--- config.mk ---
export PLATFORM = sky130hd
export DESIGN_NAME = role_axi_decoupler
export DESIGN_NICKNAME = d
export VERILOG_FILES = /design/src/rtl/role_axi_pkg.sv /design/src/rtl/role_outstanding_ctr.sv /design/src/rtl/role_axi_decoupler.sv
export SDC_FILE = /design/constraint.sdc
export NUM_CORES = 1
export LEC_CHECK = 0
export CAP_MARGIN = 30
export CORE_UTILIZATION = 30
export CTS_CLUSTER_SIZE = 40
export DETAILED_ROUTE_END_ITERATION = 7
export GPL_TIMING_DRIVEN = 0
export HOLD_SLACK_MARGIN = 0.1
export PLACE_DENSITY = 0.56
export SLEW_MARGIN = 20
export SYNTH_ARGS = -nofsm -noshare
export SYNTH_HDL_FRONTEND = slang
export SYNTH_SLANG_ARGS = --single-unit
--- constraint.sdc ---
create_clock -name aclk -period 3.8 [get_ports aclk]
set_clock_uncertainty 0.15 [all_clocks]
set_input_delay 0.95 -clock aclk [delete_from_list [all_inputs] [get_ports aclk]]
set_output_delay 0.95 -clock aclk [all_outputs]
set_load 0.01 [all_outputs]
--- src/rtl/role_axi_pkg.sv ---
// role_axi_pkg: shared decoupler state encoding and AXI burst/resp constants for role wrappers
package role_axi_pkg;
    typedef enum logic [1:0] {RUN, DRAIN, DECOUPLED} dec_state_e;
    localparam logic [1:0] AXI_BURST_FIXED = 2'b00;
    localparam logic [1:0] AXI_BURST_INCR  = 2'b01;
    localparam logic [1:0] AXI_BURST_WRAP  = 2'b10;
    localparam logic [1:0] AXI_RESP_OKAY   = 2'b00;
    localparam logic [1:0] AXI_RESP_EXOKAY = 2'b01;
    localparam logic [1:0] AXI_RESP_SLVERR = 2'b10;
    localparam logic [1:0] AXI_RESP_DECERR = 2'b11;
endpackage

--- src/rtl/role_outstanding_ctr.sv ---
// role_outstanding_ctr: up/down transaction counter with full/zero flags, never drops below zero
module role_outstanding_ctr #(
    parameter int MAX = 16,
    parameter int W   = $clog2(MAX + 1)
) (
    input  logic         aclk,
    input  logic         aresetn,
    input  logic         inc,
    input  logic         dec,
    output logic [W-1:0] count,
    output logic         full,
    output logic         zero
);
    assign full = count >= W'(MAX);
    assign zero = count == '0;
    always_ff @(posedge aclk or negedge aresetn) begin
        if (!aresetn)
            count <= '0;
        else if (inc && !dec)
            count <= count + 1'b1;
        else if (dec && !inc && !zero)
            count <= count - 1'b1;
    end
endmodule

--- src/rtl/role_axi_decoupler.sv ---
// role_axi_decoupler: gates role AXI4 handshakes for partial reconfiguration,
// draining in-flight bursts before isolation and capping outstanding transactions
module role_axi_decoupler
    import role_axi_pkg::*;
#(
    parameter int MAX_OUTSTANDING = 16,
    parameter int TIMEOUT_CYCLES  = 4096
) (
    input  logic aclk,
    input  logic aresetn,
    input  logic decouple_req,
    output logic decouple_ack,
    output logic drain_timeout,
    input  logic s_awvalid,
    output logic s_awready,
    output logic m_awvalid,
    input  logic m_awready,
    input  logic s_wvalid,
    input  logic s_wlast,
    output logic s_wready,
    output logic m_wvalid,
    input  logic m_wready,
    input  logic m_bvalid,
    output logic m_bready,
    output logic s_bvalid,
    input  logic s_bready,
    input  logic s_arvalid,
    output logic s_arready,
    output logic m_arvalid,
    input  logic m_arready,
    input  logic m_rvalid,
    input  logic m_rlast,
    output logic m_rready,
    output logic s_rvalid,
    input  logic s_rready
);
    localparam int CNT_W = $clog2(MAX_OUTSTANDING + 1);
    localparam int TW    = $clog2(TIMEOUT_CYCLES + 1);

    dec_state_e state_q, state_d;
    logic [CNT_W-1:0] wr_out, rd_out, w_owed;
    logic [TW-1:0] tcnt_q;
    logic wr_full, wr_zero, rd_full, rd_zero, w_full, w_zero;
    logic aw_hold, ar_hold, w_mid;
    logic run, dec, idle, aw_open, ar_open, w_open;
    logic aw_hs, ar_hs, w_hs, b_hs, r_last_hs;
    logic ctr_unused;

    assign run = state_q == RUN;
    assign dec = state_q == DECOUPLED;

    // hold flags keep an already-presented valid open across DRAIN or saturation
    assign aw_open = (run && !wr_full) || aw_hold;
    assign ar_open = (run && !rd_full) || ar_hold;
    assign w_open  = run || w_mid || !w_zero;

    assign m_awvalid = s_awvalid && aw_open;
    assign s_awready = m_awready && aw_open;
    assign m_arvalid = s_arvalid && ar_open;
    assign s_arready = m_arready && ar_open;
    assign m_wvalid  = s_wvalid && w_open;
    assign s_wready  = m_wready && w_open;

    // stray responses are sunk once the role is isolated
    assign s_bvalid = m_bvalid && !dec;
    assign m_bready = s_bready || dec;
    assign s_rvalid = m_rvalid && !dec;
    assign m_rready = s_rready || dec;

    assign aw_hs     = m_awvalid && m_awready;
    assign ar_hs     = m_arvalid && m_arready;
    assign w_hs      = m_wvalid && m_wready;
    assign b_hs      = s_bvalid && s_bready;
    assign r_last_hs = s_rvalid && s_rready && m_rlast;

    assign idle = wr_zero && rd_zero && w_zero && !aw_hold && !ar_hold && !w_mid;
    assign ctr_unused = ^{wr_out, rd_out, w_owed, w_full};

    role_outstanding_ctr #(.MAX(MAX_OUTSTANDING), .W(CNT_W)) u_wr_out (
        .aclk(aclk), .aresetn(aresetn), .inc(aw_hs), .dec(b_hs),
        .count(wr_out), .full(wr_full), .zero(wr_zero)
    );
    role_outstanding_ctr #(.MAX(MAX_OUTSTANDING), .W(CNT_W)) u_rd_out (
        .aclk(aclk), .aresetn(aresetn), .inc(ar_hs), .dec(r_last_hs),
        .count(rd_out), .full(rd_full), .zero(rd_zero)
    );
    role_outstanding_ctr #(.MAX(MAX_OUTSTANDING), .W(CNT_W)) u_w_owed (
        .aclk(aclk), .aresetn(aresetn), .inc(aw_hs), .dec(w_hs && s_wlast),
        .count(w_owed), .full(w_full), .zero(w_zero)
    );

    always_comb begin
        state_d = state_q;
        case (state_q)
            RUN:       state_d = decouple_req ? DRAIN : RUN;
            DRAIN:     state_d = !decouple_req ? RUN : idle ? DECOUPLED : DRAIN;
            DECOUPLED: state_d = decouple_req ? DECOUPLED : RUN;
            default:   state_d = RUN;
        endcase
    end

    always_ff @(posedge aclk or negedge aresetn) begin
        if (!aresetn) begin
            state_q       <= RUN;
            aw_hold       <= 1'b0;
            ar_hold       <= 1'b0;
            w_mid         <= 1'b0;
            tcnt_q        <= '0;
            drain_timeout <= 1'b0;
            decouple_ack  <= 1'b0;
        end else begin
            state_q       <= state_d;
            aw_hold       <= (m_awvalid && !m_awready) || (aw_hold && !aw_hs);
            ar_hold       <= (m_arvalid && !m_arready) || (ar_hold && !ar_hs);
            w_mid         <= w_hs ? !s_wlast : w_mid;
            tcnt_q        <= (state_q == DRAIN) ? tcnt_q + TW'(tcnt_q != TW'(TIMEOUT_CYCLES)) : '0;
            drain_timeout <= drain_timeout || (state_q == DRAIN && tcnt_q >= TW'(TIMEOUT_CYCLES - 1));
            decouple_ack  <= dec;
        end
    end
endmodule

=== Word-level counts from Yosys, hierarchy flattened ===
Cells that the tools add are included.

* Register bits: 35
* Input bits: 15
* Output and inout bits: 12
* Logic and storage cells: 104

* Add/subtract/negate cells: 7
* Order comparisons: 3
* Equal/unequal tests: 3
* Multiplexer cells: 12
* Reductions and logical operators: 69

{| class="wikitable"
|+ Operator list
! kind !! count
|-
| logical AND 1 bit || 36
|-
| two-way mux 5 bit || 6
|-
| logical NOT 1 bit || 17
|-
| adder 5 x 1 -> 5 bit (second input constant) || 3
|-
| logical NOT 5 bit || 3
|-
| subtractor 5 x 1 -> 5 bit (second input constant) || 3
|-
| adder 13 x 1 -> 13 bit || 1
|-
| >= comparator 13 x 12 -> 1 bit (second input constant) || 1
|-
| two-way mux 13 bit || 1
|-
| != test 13 bit (second input constant) || 1
|-
| >= comparator 5 bit (second input constant) || 2
|-
| logical OR 1 bit || 9
|-
| two-way mux 2 bit || 3
|-
| one-hot mux 2 bit (3 select lines) || 1
|-
| nonzero test 2 bit || 3
|-
| == test 2 x 1 -> 1 bit (second input constant) || 1
|-
| == test 2 bit (second input constant) || 1
|-
| logical NOT 2 bit || 1
|-
| two-way mux 1 bit || 1
|}

=== Logic depth before layout (Yosys ltp) ===
Gate-level depths: netlist of the first run.

* Word-level depth: 11
* Depth in mapped cells: 9
* Depth with buffers taken out: 9

=== Cells and area by module ===
A second synthesis of the first run with hierarchy kept.

* Cell total of the unflattened synthesis: 207
* Area total of the unflattened synthesis: 2,144.6 um^2

{| class="wikitable"
|+ Modules (own cells, without submodules)
! module !! times used !! cells an instance !! area each (um^2) !! sequential area each (um^2)
|-
| role_axi_decoupler || 1 || 120 || 1,108.6 || 500.5
|-
| role_outstanding_ctr || 3 || 29 || 345.3 || 125.1
|}

=== Worst setup path before layout of the first run ===
No wires, ideal clock.

* Path kind: in2reg
* Start: in m_bvalid
* End: reg u_wr_out.count[4]
* Arrival: 2.547 ns
* Slack: 1.023 ns
* Stages: 8
* Cells stage by stage: and2_1 -> a21oi_1 -> inv_1 -> fa_1 -> a21o_1 -> a21oi_1 -> mux2i_1 -> xnor2_1

* Longest elaborated chain between the ends: 5
* Elaborated cells between the ends (all ways): 8
* Classes of those cells: mux (1); reduce/logical (7)

{| class="wikitable"
|+ RTL lines
! element !! line !! source
|-
| start, declared || role_axi_decoupler.sv:23 || <nowiki>input logic m_bvalid,</nowiki>
|-
| logical AND 1 bit * || role_axi_decoupler.sv:65 || <nowiki>assign s_bvalid = m_bvalid && !dec;</nowiki>
|-
| logical AND 1 bit * || role_axi_decoupler.sv:73 || <nowiki>assign b_hs = s_bvalid && s_bready;</nowiki>
|-
| logical NOT 1 bit or logical AND 1 bit (tied branches) || role_outstanding_ctr.sv:19, role_outstanding_ctr.sv:21 ||
|-
| logical AND 1 bit, on equally long branches || role_outstanding_ctr.sv:19, role_outstanding_ctr.sv:21 ||
|-
| two-way mux 5 bit or nonzero test 2 bit (tied branches) || -- ||
|-
| end signal, assigned || role_outstanding_ctr.sv:20 || <nowiki>count <= count + 1'b1;</nowiki>
|-
| end signal, assigned || role_outstanding_ctr.sv:22 || <nowiki>count <= count - 1'b1;</nowiki>
|-
| end, declared || role_outstanding_ctr.sv:10 || <nowiki>output logic [W-1:0] count,</nowiki>
|}

Mark *: on every way between the ends. The rest lies on a longest branch, timed or not.
A chain may end at the register's enable or synchronous reset.

=== Worst setup path after layout of the first run ===
* Start: reg u_w_owed.count[0]
* End: out m_wvalid

* Longest elaborated chain between the ends: 4

{| class="wikitable"
|+ RTL lines
! element !! line !! source
|-
| start, declared || role_outstanding_ctr.sv:10 ||
|-
| start signal, assigned || role_outstanding_ctr.sv:20 ||
|-
| start signal, assigned || role_outstanding_ctr.sv:22 ||
|-
| logical NOT 5 bit || role_outstanding_ctr.sv:15 || <nowiki>assign zero = count == '0;</nowiki>
|-
| logical NOT 1 bit || role_axi_decoupler.sv:55 || <nowiki>assign w_open = run || w_mid || !w_zero;</nowiki>
|-
| logical OR 1 bit || role_axi_decoupler.sv:55 ||
|-
| logical AND 1 bit || role_axi_decoupler.sv:61 || <nowiki>assign m_wvalid = s_wvalid && w_open;</nowiki>
|-
| end, declared || role_axi_decoupler.sv:21 || <nowiki>output logic m_wvalid,</nowiki>
|}

Every way passes these cells.

==> impl_metrics.tcl, run 1 <==
set metrics [dict create \
    drc 1 \
    worst_slew_pin_slew_ns 0.459 \
    min_from "drain_timeout" \
    core_area_sq_mm 0.00676 \
    synthesis.instances 198 \
    dr_wl_met2_um 1900 \
    end_kind "primary output" \
    status "finished, violations left" \
    ios 27 \
    pre_cts_slack_ns 0.367 \
    cp_max_fo 5 \
    rows 30 \
    vias 1592 \
    clockBufferDepth 2 \
    reg2reg_slack_ns 0.99 \
    fp.dieH_um 85.6 \
    cts.clk_slew.worst_paths_ns 0.07 \
    synth_area_leaders "dfrtp_1 (42%), ha_1 (7.2%), xor2_1 (4.6%), a21oi_1 (3.8%), xnor2_1 (3.3%)" \
    slowest_stage "or4_4" \
    place_area_sq_mm 0.00247 \
    power_density_mw_per_mm2 573 \
    violations "design-rule violations" \
    fin_area_sq_mm 0.00257 \
    max-cap-violations 0 \
    insertedDiodeCount 0 \
    fin_tns_setup_ns 0 \
    cts_buffers 5 \
    ir_drop_v 0.000220 \
    synth_top_flop_cell "dfrtp_1" \
    hold_viol 0 \
    worstSetupPathType "flop to primary output" \
    die-area_sq_mm 0.00733 \
    wl_per_cell_um 12.9 \
    cts_sinks 35 \
    crit_required_ns 2.70 \
    cts_hold_buffers 0 \
    antenna_left 0 \
    synth_warnings 0 \
    synth_edf_count 0 \
    netlist.area_leader.share 0.418 \
    slew_headroom 0.694 \
    clk-insertion-delay-late_ns 0.28 \
    slew_viol_final 0 \
    synth_area_sq_mm 0.00210 \
    cp_cell_sequence "or4_4 -> nor3_4 -> and2b_1 -> clkdlybuf4s50_1" \
    synthesis.nets 228 \
    synth_top_area_cell "dfrtp_1" \
    area_growth_pct 22.7 \
    fmaxAchievable_mhz 302 \
    fin_cells 313 \
    die_x_um 85.6 \
    wl_met1_um 1940 \
    avgSynthCellArea_sq_um 10.6 \
    fin_crit_sh 0.871 \
    fin_nets 262 \
    synthArstFlopShare 1.00 \
    ys_seq_area_frac 0.418 \
    cp.arrival_ns 2.21 \
    cpPeakStageDelay_ns 0.57 \
    grt_pass1_wl_um 7160 \
    start_kind "flop" \
    io_buffers 26 \
    start_util 0.310 \
    dp.cells 305 \
    r2r_end "u_w_owed.count[4]" \
    routed-wl-met3_um 145 \
    hold_depth 1 \
    holdPathEnd "drain_timeout" \
    grt_antenna_before_repair 0 \
    post_cts_resized 0 \
    min_path_type "flop to flop" \
    synth_seq_cells 35 \
    grt_max_degree 25 \
    cts_tree "done" \
    grt_usage 0.122 \
    fin_crit_ns 3.31 \
    clockRootBuffer "clkbuf_8" \
    rsz0062_at_grt "no" \
    dr.pass1.iters 6 \
    place_hpwl_um 3040 \
    routed_via_density 5.09 \
    overflow 0 \
    yosysUniqueCellTypes 46 \
    timing.rr.start "u_w_owed.count[0]" \
    setup_slack_ns 0.489 \
    post_cts_buffers 0 \
    first_global_vias 1595 \
    drt_iter0_drc 44 \
    r2r_cells 8 \
    drt_wl_total_um 4040 \
    htree_levels 2 \
    drive_above_1_share 0.124 \
    highest_layer "met4" \
    p_leak_nw 1.09 \
    finalWeightedCongestion 0.788 \
    setup_viol 0 \
]
-- layout by cell type, fill, tap and decap left out, drive strengths merged, types with 2 or more instances in the layout --
cell type      count
and2b              2
clkdlybuf4s50     25
buf                2
xnor2              8
nor3               4
mux2i              3
nor2              16
xor2              11
nor4               2
or3                6
a21oi             16
a21o               6
a32o               3
nand3              9
ha                12
clkbuf            10
dfrtp             35
fa                 3
nand2b             5
nor2b              2
nand4              5
nor4b              3
nand2              6
inv                7
and2               5
o21ai              6
or2                2
or4                3
mux2               6
and4               2
-- stage by stage --
stage	hold WS [ns]	power (mW)	utilization
5_1_grt	0.384	1.59	0.381
3_5_place_dp	0.320	1.19	0.366
6_report	0.332	1.47	0.381
2_1_floorplan	0.315	1.03	-
4_1_cts	0.341	1.50	0.381
3_3_place_gp	0.315	1.16	0.364
-- where the power goes --
part	internal [mW]	total, mW	switching (mW)
Clock	0.166	0.298	0.133
Sequential	0.468	0.575	0.107
Combinational	0.342	0.600	0.259
-- metal layers --
layer | global-route usage | vias to the layer above
met4 | 0.0364 | 0
met1 | 0.152 | 782
met3 | 0.0327 | 4
li1 | - | 783
met5 | 0 | -
met2 | 0.207 | 23
-- critical path, delay by kind of cell, from the launching register on --
| family | cells | cell delay [ns] |
|---|---|---|
| simple gates | 3 | 0.99 |
| buf+inv | 1 | 0.48 |
| flops | 1 | 0.46 |
-- state kept, by name, summed over array words and instances, names as in the netlist, named ones only --
name            flops
decouple_ack        1
drain_timeout       1
state_q             2
tcnt_q             13
u_rd_out.count      5
u_w_owed.count      5
u_wr_out.count      5
w_mid               1
-- Yosys cell counts, drive strengths merged (2+ instances only) --
cell type / number
nor4b: 3
inv: 7
ha: 12
and2: 5
and2b: 2
nor4: 2
nor2b: 2
or3: 6
clkbuf: 2
nand3: 9
nand4: 5
nand2: 6
xnor2: 8
nor2: 16
a21o: 6
mux2: 6
or4: 3
or2: 2
fa: 3
nand2b: 5
xor2: 11
dfrtp: 35
mux2i: 3
a32o: 3
a21oi: 16
and4: 2
nor3: 4
o21ai: 6
-- cells by family after synthesis --
| logic type | count (synthesis) | synth area share |
|---|---|---|
| buffers and inverters | 9 | 0.0161 |
| multiplexers | 9 | 0.0519 |
| adder cells (fa/ha/maj) | 15 | 0.100 |
| AND/OR/NAND/NOR | 75 | 0.218 |
| flip-flops | 35 | 0.418 |
| XOR/XNOR | 19 | 0.0794 |
| AO/OA/AOI/OAI | 36 | 0.116 |
-- worst max path at each step --
stage / startpoint / end / cells past startpoint
floorplan: m_bvalid / u_wr_out.count[4] / 8
global placement: s_awvalid / u_wr_out.count[4] / 9
detailed placement: s_awvalid / u_wr_out.count[4] / 9
CTS: u_w_owed.count[0] / m_wvalid / 4
global route: u_w_owed.count[0] / s_wready / 4
finish: u_w_owed.count[0] / m_wvalid / 4
-- final cells by class --
type | count | area, sq um
flip-flops and latches | 35 | 876
plain buffers | 2 | 7.51
repair buffers | 27 | 275
well taps | 80 | 100
inverters | 7 | 26.3
multi-input cells | 154 | 1190
fillers | 688 | 4180
clock buffers | 8 | 100
No activity file was read; power rests on OpenSTA's default activity.
==> inputs of run 2 (changes only) <==
Settings changed: CORE_MARGIN from default to 2, SLEW_MARGIN 20 to 10.
==> run 2 against run 1 <==
  * The flow now finishes without violations
  * Final cell count is 5.1% higher
  * Flip-flop and latch count stayed put
  * Via count is 4.6% lower
  * Critical path depth stayed put
  * Sequential power hardly changed
  * Clock power is 12% lower
  * First-iteration DRC count is 27% lower
  * Critical path type unchanged
  * Largest cell class unchanged
  * Largest power group unchanged
  * Highest routed layer unchanged
==> impl_metrics.tcl, run 2 (same netlist as run 1, synthesis figures left out) <==
set metrics [dict create \
    status "completed" \
    r2r_end "u_w_owed.count[4]" \
    post_cts_buffers 0 \
    pwr-share-comb 0.415 \
    finalPower_mw 1.43 \
    drive_above_1_share 0.120 \
    drt_wl_total_um 3930 \
    worst_slew_pin_slew_ns 0.456 \
    start_util 0.309 \
    fp.dieH_um 87.6 \
    clockBufferDepth 2 \
    regArea_sq_um 876 \
    routed_via_density 4.61 \
    clockRootBuffer "clkbuf_8" \
    fin_crit_ns 3.32 \
    ios 27 \
    setup_slack_ns 0.477 \
    die-area_sq_mm 0.00767 \
    worstSetupPathType "flop to primary output" \
    largest_register_ffs 13 \
    slew_headroom 0.696 \
    drt_iter0_drc 32 \
    overflow 0 \
    cts_hold_buffers 0 \
    largest_register "tcnt_q" \
    use_met3 0.0368 \
    first_global_vias 1526 \
    die_x_um 87.6 \
    min_path_type "flop to flop" \
    met1_usage 0.163 \
    fmaxAchievable_mhz 301 \
    reg2reg_slack_ns 1.00 \
    p_sw_uw 491 \
    antenna_left 0 \
    fin_nets 262 \
    dr.pass1.iters 4 \
    clkPwrFrac 0.184 \
    p_int_uw 938 \
    core_area_sq_mm 0.00679 \
    r2r_cells 8 \
    grt_use_met2 0.180 \
    fin_tns_setup_ns 0 \
    rows 30 \
    insertedDiodeCount 0 \
    cp_max_fo 5 \
    grt_usage 0.118 \
    vias 1518 \
    p_leak_nw 1.08 \
    final_cell_mix "dfrtp_1 (35), clkdlybuf4s50_1 (25), a21oi_1 (16)" \
    cp-startpoint "u_w_owed.count[0]" \
    ir_drop_v 0.000219 \
    wl_per_cell_um 11.9 \
    area_growth_pct 23.1 \
    timing.rr.start "u_w_owed.count[0]" \
    pre_cts_slack_ns 0.328 \
    gr-max-usage-layer "met2" \
    grt_max_degree 23 \
    endpoint "s_wready" \
    finalWeightedCongestion 0.768 \
    cts_tree "done" \
    cts_buffers 5 \
    crit_required_ns 2.70 \
    switching_share 0.344 \
    clk-insertion-delay-late_ns 0.28 \
    power_density_mw_per_mm2 554 \
    grt_pass1_wl_um 7130 \
    hold_slack_ns 0.334 \
    hold_viol 0 \
    fill_cells 689 \
    fin_cells 329 \
    seqPwrFrac 0.401 \
    dp.cells 321 \
    htree_levels 2 \
    cp.arrival_ns 2.22 \
    io_buffers 26 \
    max-cap-violations 0 \
    cts.clk_slew.worst_paths_ns 0.07 \
    layout_commonest_cell "dfrtp_1" \
    multi_input_area_sq_mm 0.00119 \
    grt_antenna_before_repair 0 \
    place_hpwl_um 3000 \
    rsz0062_at_grt "no" \
    end_kind "primary output" \
    start_kind "flop" \
    slew_viol_final 0 \
    fin_crit_sh 0.874 \
    cts_sinks 35 \
    setup_viol 0 \
    drc 0 \
    post_cts_resized 0 \
]
[run 2: changes by cell type in the layout (fill, tap and decap cells not counted), sizes merged]
cell	change
clkbuf	-1
clkinv	+1
[run 2: worst min path at each step]
stage | startpoint | endpoint | slack (ns) | depth (start not counted)
finish | drain_timeout | drain_timeout | 0.33 | 1
global placement | drain_timeout | drain_timeout | 0.32 | 1
floorplan | u_w_owed.count[4] | u_w_owed.count[4] | 0.32 | 1
global route | drain_timeout | drain_timeout | 0.36 | 1
CTS | drain_timeout | drain_timeout | 0.34 | 1
detailed placement | drain_timeout | drain_timeout | 0.32 | 1
[run 2: final cells by class]
type                       instances  share of cell area
sequential                        35               0.339
buffer                             2             0.00291
multi-input combinational        154               0.460
timing repair buffer              27               0.110
tap                               96              0.0465
clock buffer                       7              0.0296
inverter                           7              0.0102
clock inverter                     1             0.00194
[run 2: power groups by stage]
stage / combinational [mW] / clock, mW / sequential [mW]
4_1_cts: 0.602 / 0.270 / 0.576
3_5_place_dp: 0.602 / 0 / 0.578
6_report: 0.593 / 0.263 / 0.573
5_1_grt: 0.674 / 0.291 / 0.593
3_3_place_gp: 0.585 / 0 / 0.579
2_1_floorplan: 0.478 / 0 / 0.554
[run 2: layer usage]
metal,vias up,part of all wire
met5,-,0
met4,0,0.010
met3,5,0.041
met2,25,0.44
met1,700,0.51
li1,788,-
[run 2: worst max-delay path, stage by stage, from the launching register on]
cell and delay [ns]:
dfrtp_1 0.46, or4_4 0.57, nor3_4 0.22, and2b_1 0.21, clkdlybuf4s50_1 0.47
[run 2: metrics by stage]
stage,util,instance area (sq um)
6_report,0.380,2580
5_1_grt,0.380,2580
4_1_cts,0.380,2580
3_5_place_dp,0.368,2500
3_3_place_gp,0.365,2480
2_1_floorplan,-,2100
==> inputs of run 3 (changes only) <==
Settings changed: GPL_TIMING_DRIVEN 0 to default.
==> run 3 against run 2 <==
  * Design area shrank 1.2%
  * Setup slack improved by 0.011 ns
  * Routed wire length decreased by 3.3%
  * Critical path depth decreased by 1
  * Sequential power is essentially flat
  * Non-clock buffer count decreased by 3
  * Via count is 0.20% higher
  * Highest routed layer unchanged
==> impl_metrics.tcl, run 3 (same netlist as run 1, synthesis figures left out) <==
set metrics [dict create \
    cpPeakStageDelay_ns 0.56 \
    slew_headroom 0.482 \
    start_kind "primary input" \
    fin_nets 259 \
    clockBufferDepth 2 \
    gr-max-usage-layer "met2" \
    met1_usage 0.160 \
    dp.cells 318 \
    largest_register "tcnt_q" \
    worstSetupPathType "primary input to primary output" \
    insertedDiodeCount 0 \
    setup_viol 0 \
    fmaxAchievable_mhz 302 \
    start_util 0.309 \
    worst_slew_pin_slew_ns 0.777 \
    pwr-share-comb 0.414 \
    crit_required_ns 2.70 \
    cp-startpoint "s_arvalid" \
    finalWeightedCongestion 0.759 \
    dr.pass1.iters 4 \
    p_int_uw 933 \
    post_cts_buffers 0 \
    max-cap-violations 0 \
    fin_cells 326 \
    cts_sinks 35 \
    switching_share 0.348 \
    hold_depth 1 \
    routed_via_density 4.67 \
    core_area_sq_mm 0.00679 \
    cts_tree "done" \
    r2r_cells 9 \
    cp_common_cell "clkdlybuf4s50_1" \
    drt_wl_total_um 3800 \
    grt_use_met2 0.160 \
    fill_cells 689 \
    post_cts_resized 0 \
    cts_buffers 5 \
    vias 1521 \
    seqPwrFrac 0.400 \
    ir_drop_v 0.000312 \
    first_global_vias 1503 \
    min_path_type "flop to flop" \
    rows 30 \
    grt_antenna_before_repair 0 \
    ios 27 \
    fin_tns_setup_ns 0 \
    io_buffers 26 \
    place_area_sq_mm 0.00246 \
    overflow 0 \
    wl_per_cell_um 11.7 \
    die_x_um 87.6 \
    cp_cell_sequence "clkdlybuf4s50_1 -> and2_2 -> clkdlybuf4s50_1" \
    fp.dieH_um 87.6 \
    cp.arrival_ns 2.21 \
    fin_crit_sh 0.871 \
    timing.rr.start "state_q[0]" \
    largest_register_ffs 13 \
    fin_crit_ns 3.31 \
    die-area_sq_mm 0.00767 \
    min_from "drain_timeout" \
    power_density_mw_per_mm2 561 \
    cts_hold_buffers 0 \
    final_cell_mix "dfrtp_1 (35), clkdlybuf4s50_1 (25), a21oi_1 (16)" \
    grt_pass1_wl_um 6740 \
    grt_max_degree 36 \
    cp_max_fo 5 \
    status "completed" \
    fin_area_sq_mm 0.00255 \
    slowest_stage "clkdlybuf4s50_1" \
    use_met3 0.0330 \
    final_util 0.375 \
    rsz0062_at_grt "no" \
    clockRootBuffer "clkbuf_8" \
    hold_viol 0 \
    drt_iter0_drc 76 \
    area_growth_pct 21.6 \
    clkPwrFrac 0.186 \
    drive_above_1_share 0.122 \
    clk-insertion-delay-late_ns 0.29 \
    place_hpwl_um 2800 \
    slew_viol_final 0 \
    end_kind "primary output" \
    drc 0 \
    p_sw_uw 498 \
    p_leak_nw 1.07 \
    hold_slack_ns 0.334 \
    htree_levels 2 \
    layout_commonest_cell "dfrtp_1" \
    cts.clk_slew.worst_paths_ns 0.07 \
    antenna_left 0 \
    grt_usage 0.111 \
]
[run 3: worst max-delay path, delay by kind of cell]
kind,cells,cell delay (ns)
buffers and inverters,2,1.09
AND/OR/NAND/NOR,1,0.17
[run 3: routing by layer]
layer / wire length (um) / up-vias
met4: 40 / 0
li1: - / 776
met1: 1950 / 713
met2: 1650 / 27
met5: 0 / -
met3: 157 / 5
[run 3: final cells by class]
class / instances / area (sq um) / share of cell area
clock buffers: 6 / 72.6 / 0.0285
clock inverters: 2 / 12.5 / 0.00491
inverters: 7 / 26.3 / 0.0103
multi-input cells: 154 / 1190 / 0.466
flip-flops and latches: 35 / 876 / 0.343
well taps: 96 / 120 / 0.0471
repair buffers: 26 / 255 / 0.100
[run 3: path summary, 6_finish.rpt]
check	endpoint	slack [ns]
worst max-delay path	m_arvalid	0.49
worst min-delay path	drain_timeout	0.33
worst max register to register	u_wr_out.count[4]	1.02
worst min register to register	drain_timeout	0.33
max in group asynchronous	decouple_ack	2.41
min in group asynchronous	tcnt_q[4]	0.58
[run 3: metrics by stage]
| stage | power, mW | setup WS, ns |
|---|---|---|
| global route | 1.55 | 0.402 |
| global placement | 1.17 | 0.439 |
| detailed placement | 1.18 | 0.360 |
| finish | 1.43 | 0.489 |
| floorplan | 1.03 | 1.02 |
| CTS | 1.45 | 0.470 |
[run 3: power by group through the flow]
| stage | logic [mW] | registers (mW) | clock network (mW) |
|---|---|---|---|
| floorplan | 0.478 | 0.554 | 0 |
| global placement | 0.586 | 0.581 | 0 |
| detailed placement | 0.598 | 0.578 | 0 |
| CTS | 0.601 | 0.574 | 0.276 |
| global route | 0.662 | 0.593 | 0.290 |
| finish | 0.593 | 0.572 | 0.266 |
